===== config.mk =====
export PLATFORM = sky130hd
export DESIGN_NAME = irq_controller
export DESIGN_NICKNAME = d
export VERILOG_FILES = /design/src/rtl/irq_controller.sv
export SDC_FILE = /design/constraint.sdc
export NUM_CORES = 1
export LEC_CHECK = 0
export BUFFER_PORTS_ARGS = -buffer_cell sky130_fd_sc_hd__buf_4
export CORE_MARGIN = 4
export CORE_UTILIZATION = 47
export CTS_CLUSTER_SIZE = 14
export DETAILED_ROUTE_END_ITERATION = 8
export PLACE_DENSITY = 0.83
export SLEW_MARGIN = 40
export SYNTH_ARGS = -nofsm -noshare
export SYNTH_HDL_FRONTEND = slang
export SYNTH_SLANG_ARGS = --single-unit

===== constraint.sdc =====
create_clock -name clk -period 1.6 [get_ports clk]
set_clock_uncertainty 0.1 [all_clocks]
set_input_delay 0.32 -clock clk [delete_from_list [all_inputs] [get_ports clk]]
set_output_delay 0.32 -clock clk [all_outputs]
set_load 0.02 [all_outputs]

===== src/rtl/irq_controller.sv =====
// ----------------------------------------------------------------------------
// irq_controller
//
// Eight-source interrupt controller on the CPU IO bus. Every source goes
// through a two-flop synchronizer. It is then treated as either a
// rising-edge source, which latches into PENDING until it is cleared by a
// write-1-to-clear, or a level source, where PENDING follows the
// synchronized input. PENDING masked by ENABLE drives a registered request
// to the CPU. VECTOR reports the highest-priority active source, and bit 0
// is the highest priority.
//
// Register map (word offsets, io_addr[3:1]):
//   0 PENDING  R / W1C
//   1 ENABLE   R/W [7:0]
//   2 EDGE     R/W [7:0]   1 = rising edge, 0 = level
//   3 VECTOR   R           [15] = no source active, [2:0] = lowest active index
//   4 SWSET    W           write-1-sets-pending (edge sources only)
//   5-7        read 0, writes ignored
//
// Ports:
//   clk               system clock, rising edge
//   resetq            asynchronous active-low reset
//   io_rd             CPU IO read strobe (reads have no side effects)
//   io_wr             CPU IO write strobe
//   io_addr[15:0]     CPU IO address; block selected when [15:4] == BASE[15:4]
//   io_dout[15:0]     CPU write data
//   irq_src[7:0]      asynchronous interrupt sources
//   rd_data[15:0]     combinational read data, 0 when not selected
//   interrupt_request registered request to the CPU
// ----------------------------------------------------------------------------
module irq_controller #(
    parameter logic [15:0] BASE = 16'h0040
) (
    input  logic        clk,
    input  logic        resetq,
    input  logic        io_rd,
    input  logic        io_wr,
    input  logic [15:0] io_addr,
    input  logic [15:0] io_dout,
    input  logic [7:0]  irq_src,
    output logic [15:0] rd_data,
    output logic        interrupt_request
);

    localparam logic [2:0] OFF_PENDING = 3'd0;
    localparam logic [2:0] OFF_ENABLE  = 3'd1;
    localparam logic [2:0] OFF_EDGE    = 3'd2;
    localparam logic [2:0] OFF_VECTOR  = 3'd3;
    localparam logic [2:0] OFF_SWSET   = 3'd4;

    logic [7:0]  s1, s2, s3;
    logic [7:0]  pending;
    logic [7:0]  enable;
    logic [7:0]  edge_mode;

    logic        sel;
    logic [2:0]  offset;
    logic        wr_hit;
    logic [7:0]  w1c_mask;
    logic [7:0]  swset_mask;
    logic [7:0]  rise;
    logic [7:0]  pending_next;
    logic [7:0]  active;
    logic [2:0]  active_idx;
    logic [15:0] vector;

    // Reads are side-effect free and the address LSB / write upper byte
    // carry no meaning here.
    logic        unused_bits;
    assign unused_bits = ^{io_rd, io_addr[0], io_dout[15:8]};

    assign sel    = (io_addr[15:4] == BASE[15:4]);
    assign offset = io_addr[3:1];
    assign wr_hit = io_wr & sel;

    assign w1c_mask   = (wr_hit && offset == OFF_PENDING) ? io_dout[7:0] : 8'h00;
    assign swset_mask = (wr_hit && offset == OFF_SWSET)   ? io_dout[7:0] : 8'h00;

    assign rise = s2 & ~s3;

    // Edge bits: a set event (hardware edge or SWSET) beats a same-cycle
    // W1C. Level bits ignore both and simply track the synchronized input.
    assign pending_next = (edge_mode & ((pending & ~w1c_mask) | rise | swset_mask))
                        | (~edge_mode & s2);

    assign active = pending & enable;

    // Scan from the top down so the lowest set index is the one that sticks.
    always_comb begin
        active_idx = 3'd0;
        for (int i = 7; i >= 0; i--) begin
            if (active[i]) begin
                active_idx = 3'(i);
            end
        end
    end

    assign vector = {~|active, 12'h000, active_idx};

    always_comb begin
        rd_data = 16'h0000;
        if (sel) begin
            case (offset)
                OFF_PENDING: rd_data = {8'h00, pending};
                OFF_ENABLE:  rd_data = {8'h00, enable};
                OFF_EDGE:    rd_data = {8'h00, edge_mode};
                OFF_VECTOR:  rd_data = vector;
                default:     rd_data = 16'h0000;
            endcase
        end
    end

    always_ff @(posedge clk or negedge resetq) begin
        if (!resetq) begin
            s1 <= 8'h00;
            s2 <= 8'h00;
            s3 <= 8'h00;
        end else begin
            s1 <= irq_src;
            s2 <= s1;
            s3 <= s2;
        end
    end

    always_ff @(posedge clk or negedge resetq) begin
        if (!resetq) begin
            pending           <= 8'h00;
            enable            <= 8'h00;
            edge_mode         <= 8'h00;
            interrupt_request <= 1'b0;
        end else begin
            pending           <= pending_next;
            interrupt_request <= |active;
            if (wr_hit && offset == OFF_ENABLE) begin
                enable <= io_dout[7:0];
            end
            if (wr_hit && offset == OFF_EDGE) begin
                edge_mode <= io_dout[7:0];
            end
        end
    end

endmodule


==> impl_results.md <==
* Status: finished with violations
* Failing checks: negative setup slack
* Crit Reg-Reg Startpoint: pending[3]$_DFF_PN0_
* Crit-path slowest cell: dfrtp_1
* Max-Slew Margin vs Limit at 59.4%
* DRT iter0 DRCs at 109
* Post-DR wirelength/cell at 17.6 microns
* CTS buffer count at 5
* Mean post-synth cell area at 12.4 sq um
* Root Buffer: clkbuf_8
* CP Class: register to output port
* CTS tree: yes
* Grt total ovfl at 0
* Synth warnings at 0
* Total power draw at around 0.0024 W
* Critical path capture point type: output port
* Share of synthesized flip-flops with an asynchronous set or reset at 100%
* Most frequent CP cell: buf_4
* Most used DFF post-synth: dfrtp_1
* Antenna cells at 0
* Peak supply drop at roughly 0.64 mV
* Flop pwr share at a little over half
* Clock Latency Late Sink at 300 ps
* Crit-path cells: a22oi_2 -> buf_4 -> nor2b_4 -> o211ai_1 -> a21oi_1 -> buf_4
* Seq cells post-synth at 49
* Die area at 5900 sq um
* # setup viols final at 26
* Pins Over Slew Limit at 0
* Area grow syn2layout at 47.3%
* Clock-pin slew on the worst setup and hold paths at ~80 ps
* Worst EP required at between 1000 and 1500 ps
* Final worst slack at -436 ps
* Min Tclk post-route at 2040 ps
* Boundary Pins at 61
* Combinational cell fraction of total power at 10.6%
* R2R Setup Slk at 260 ps
* Clock buffer depth at 2
* Highest clock rate at 0.491 GHz
* Residual DRC at 0
* First-pass GRT wire length at 9.47 mm
* PwrDens at 728 nW/um^2
* Hold Path Depth at 1
* Most common cell after layout, fill and taps aside: buf_4
* Switching pwr at roughly 0.00053 W
* Std cell rows at 24
* Vias in the first global route at 1955
* WL met2 at ~3.0 mm
* Non-Filler Instances at 321
* Worst EP arrival at 1620 ps
* Core Footprint at 4470 sq um
* Final period util at 127%
* Placed cell count at 305
* Post-Route WL at 5.66 mm
* Clock H-tree levels at 2
* Worst-path maximum fanout at 3
* Hold EP: s1[6]$_DFF_PN0_
* Worst Reg2Reg Path Length in Cells at 4
* Commonest cells after routing, fill and taps aside: buf_4, dfrtp_1, buf_6
* Largest net degree at the start of global routing at 50
* Mapped Area at 2220 sq um
* Reg2reg end: interrupt_request$_DFF_PN0_
* Synth cell types at 35
* GPL Wtd Cong at 0.880
* Initial antenna violation count at 0
* Via density at 5.64
* Min-delay src: irq_src[6]
* Max-cap violations at 0
* Setup TNS at -5000 ps
* Worst setup path start: pending[7]$_DFF_PN0_
* Slew @ Worst Pin at ~610 ps
* EDFF count, synth at 0
* Die height at around 77 microns
* Initial core utilization at 49.7%
* Clk sink count at 49
* Buffers added on ports at 43
* Leak at 1.49 nW
* Met3 routed WL at 399 microns
* NumNets Final at about 310
* Sequential area share after synthesis at 55.1%
* Worst Hold Class: input port to register
* Hold Fails Final Rpt at 0
* First-pass iteration count of the detailed router at 4
* Clock power frac at 35.0%
* Die width at 76.8 microns
* RSZ-0062 raised after global routing: yes
* Post-Synthesis Cells at 179
* WL met1 at 2.17 mm
* CP peak stage delay at between 400 and 500 ps
* CP Launch Type: register
* Total number of vias at 1810
* Int Pwr at 0.00186 W
* Sw frac at around 22%
* Max layer used: met4
* Global-route usage over all layers at 20.5%
* Layout cell share with drive strength beyond 1 at 51.3%
* Routed Antenna Nets at 0
* Final HPWL DP at ~3.8 mm
worst max-delay path by stage:
stage / endpoint
after CTS: rd_data[1]
after floorplan: rd_data[0]
after global routing: rd_data[1]
after global placement: edge_mode[4]$_DFFE_PN0P_
final: rd_data[1]
after detailed placement: edge_mode[5]$_DFFE_PN0P_
critical path: cells and delay by family, from the launching register on:
family	cells	cell delay, ps
compound gates	3	530
simple gates	1	40
buf+inv	2	340
flops	1	420
through the flow:
step	utilization, %	worst slack, ps	area (sq um)	hold WS (ps)
after floorplan	-	-256	2290	-75.6
after global placement	65.1	-368	2910	232
after detailed placement	65.1	-400	2910	236
after CTS	71.6	-379	3210	10.7
after global routing	73.2	-495	3280	7.51
final	73.2	-436	3280	21.0
layer usage:
layer  global-route usage, %  up-vias
met5                       0        -
met4                    7.43        0
met3                    5.62       15
met2                    35.5       66
met1                    24.1      896
li1                        -      833
area by class of cell:
cell class | count | area [sq um]
flip-flops and latches | 49 | 1230
fillers | 287 | 1200
multi-input cells | 124 | 1090
repair buffers | 88 | 787
clock buffers | 5 | 68.8
well taps | 52 | 65.1
clock inverters | 2 | 35.0
inverters | 1 | 3.75
registers in the layout, summed over array words and instances, names as in the netlist:
signal,cells
s3,8
edge_mode,8
interrupt_request,1
s2,8
s1,8
pending,8
enable,8
cells by family (layout without fill, tap and decap cells):
logic type | after synthesis | in the layout | share of synthesized area (%)
buffers and inverters | 12 | 96 | 3.37
other | 1 | 7 | 0.169
flip-flops | 49 | 49 | 55.1
AND/OR/NAND/NOR | 50 | 50 | 14.3
multiplexers | 24 | 24 | 13.0
AO/OA/AOI/OAI | 43 | 43 | 13.9
Yosys cell counts (2+ instances only):
master	number	area, sq um
mux2_4	8	120
a22oi_1	2	15.0
mux2i_1	8	80.1
and4_1	2	17.5
a21boi_0	8	60.1
mux2_2	8	90.1
nor2b_1	2	12.5
a21oi_1	16	80.1
nor3_4	3	48.8
nand4_1	3	18.8
o2bb2ai_1	2	17.5
nand2_1	18	67.6
buf_2	3	15.0
buf_4	7	52.6
nor2_1	12	45.0
a311o_1	8	80.1
a32o_1	2	20.0
dfrtp_1	49	1230
nor4_4	2	42.5
power by group through the flow:
stage	Combinational (W)	Clock, W	Sequential, W
2_1_floorplan	0.0000885	0	0.00132
3_3_place_gp	0.000222	0	0.00132
3_5_place_dp	0.000229	0	0.00132
4_1_cts	0.000246	0.000857	0.00130
5_1_grt	0.000277	0.000914	0.00130
6_report	0.000254	0.000835	0.00130
repair_timing:
item / CTS / global route
hold buffers: 1 / 0
setup endpoints to repair: 25 / 28
buffers inserted: 5 / 6
resized for setup: 37 / 15
endpoints found under the hold margin: 49 / 0
pin swaps: 14 / 11
Power figures use the tool's default switching activity.
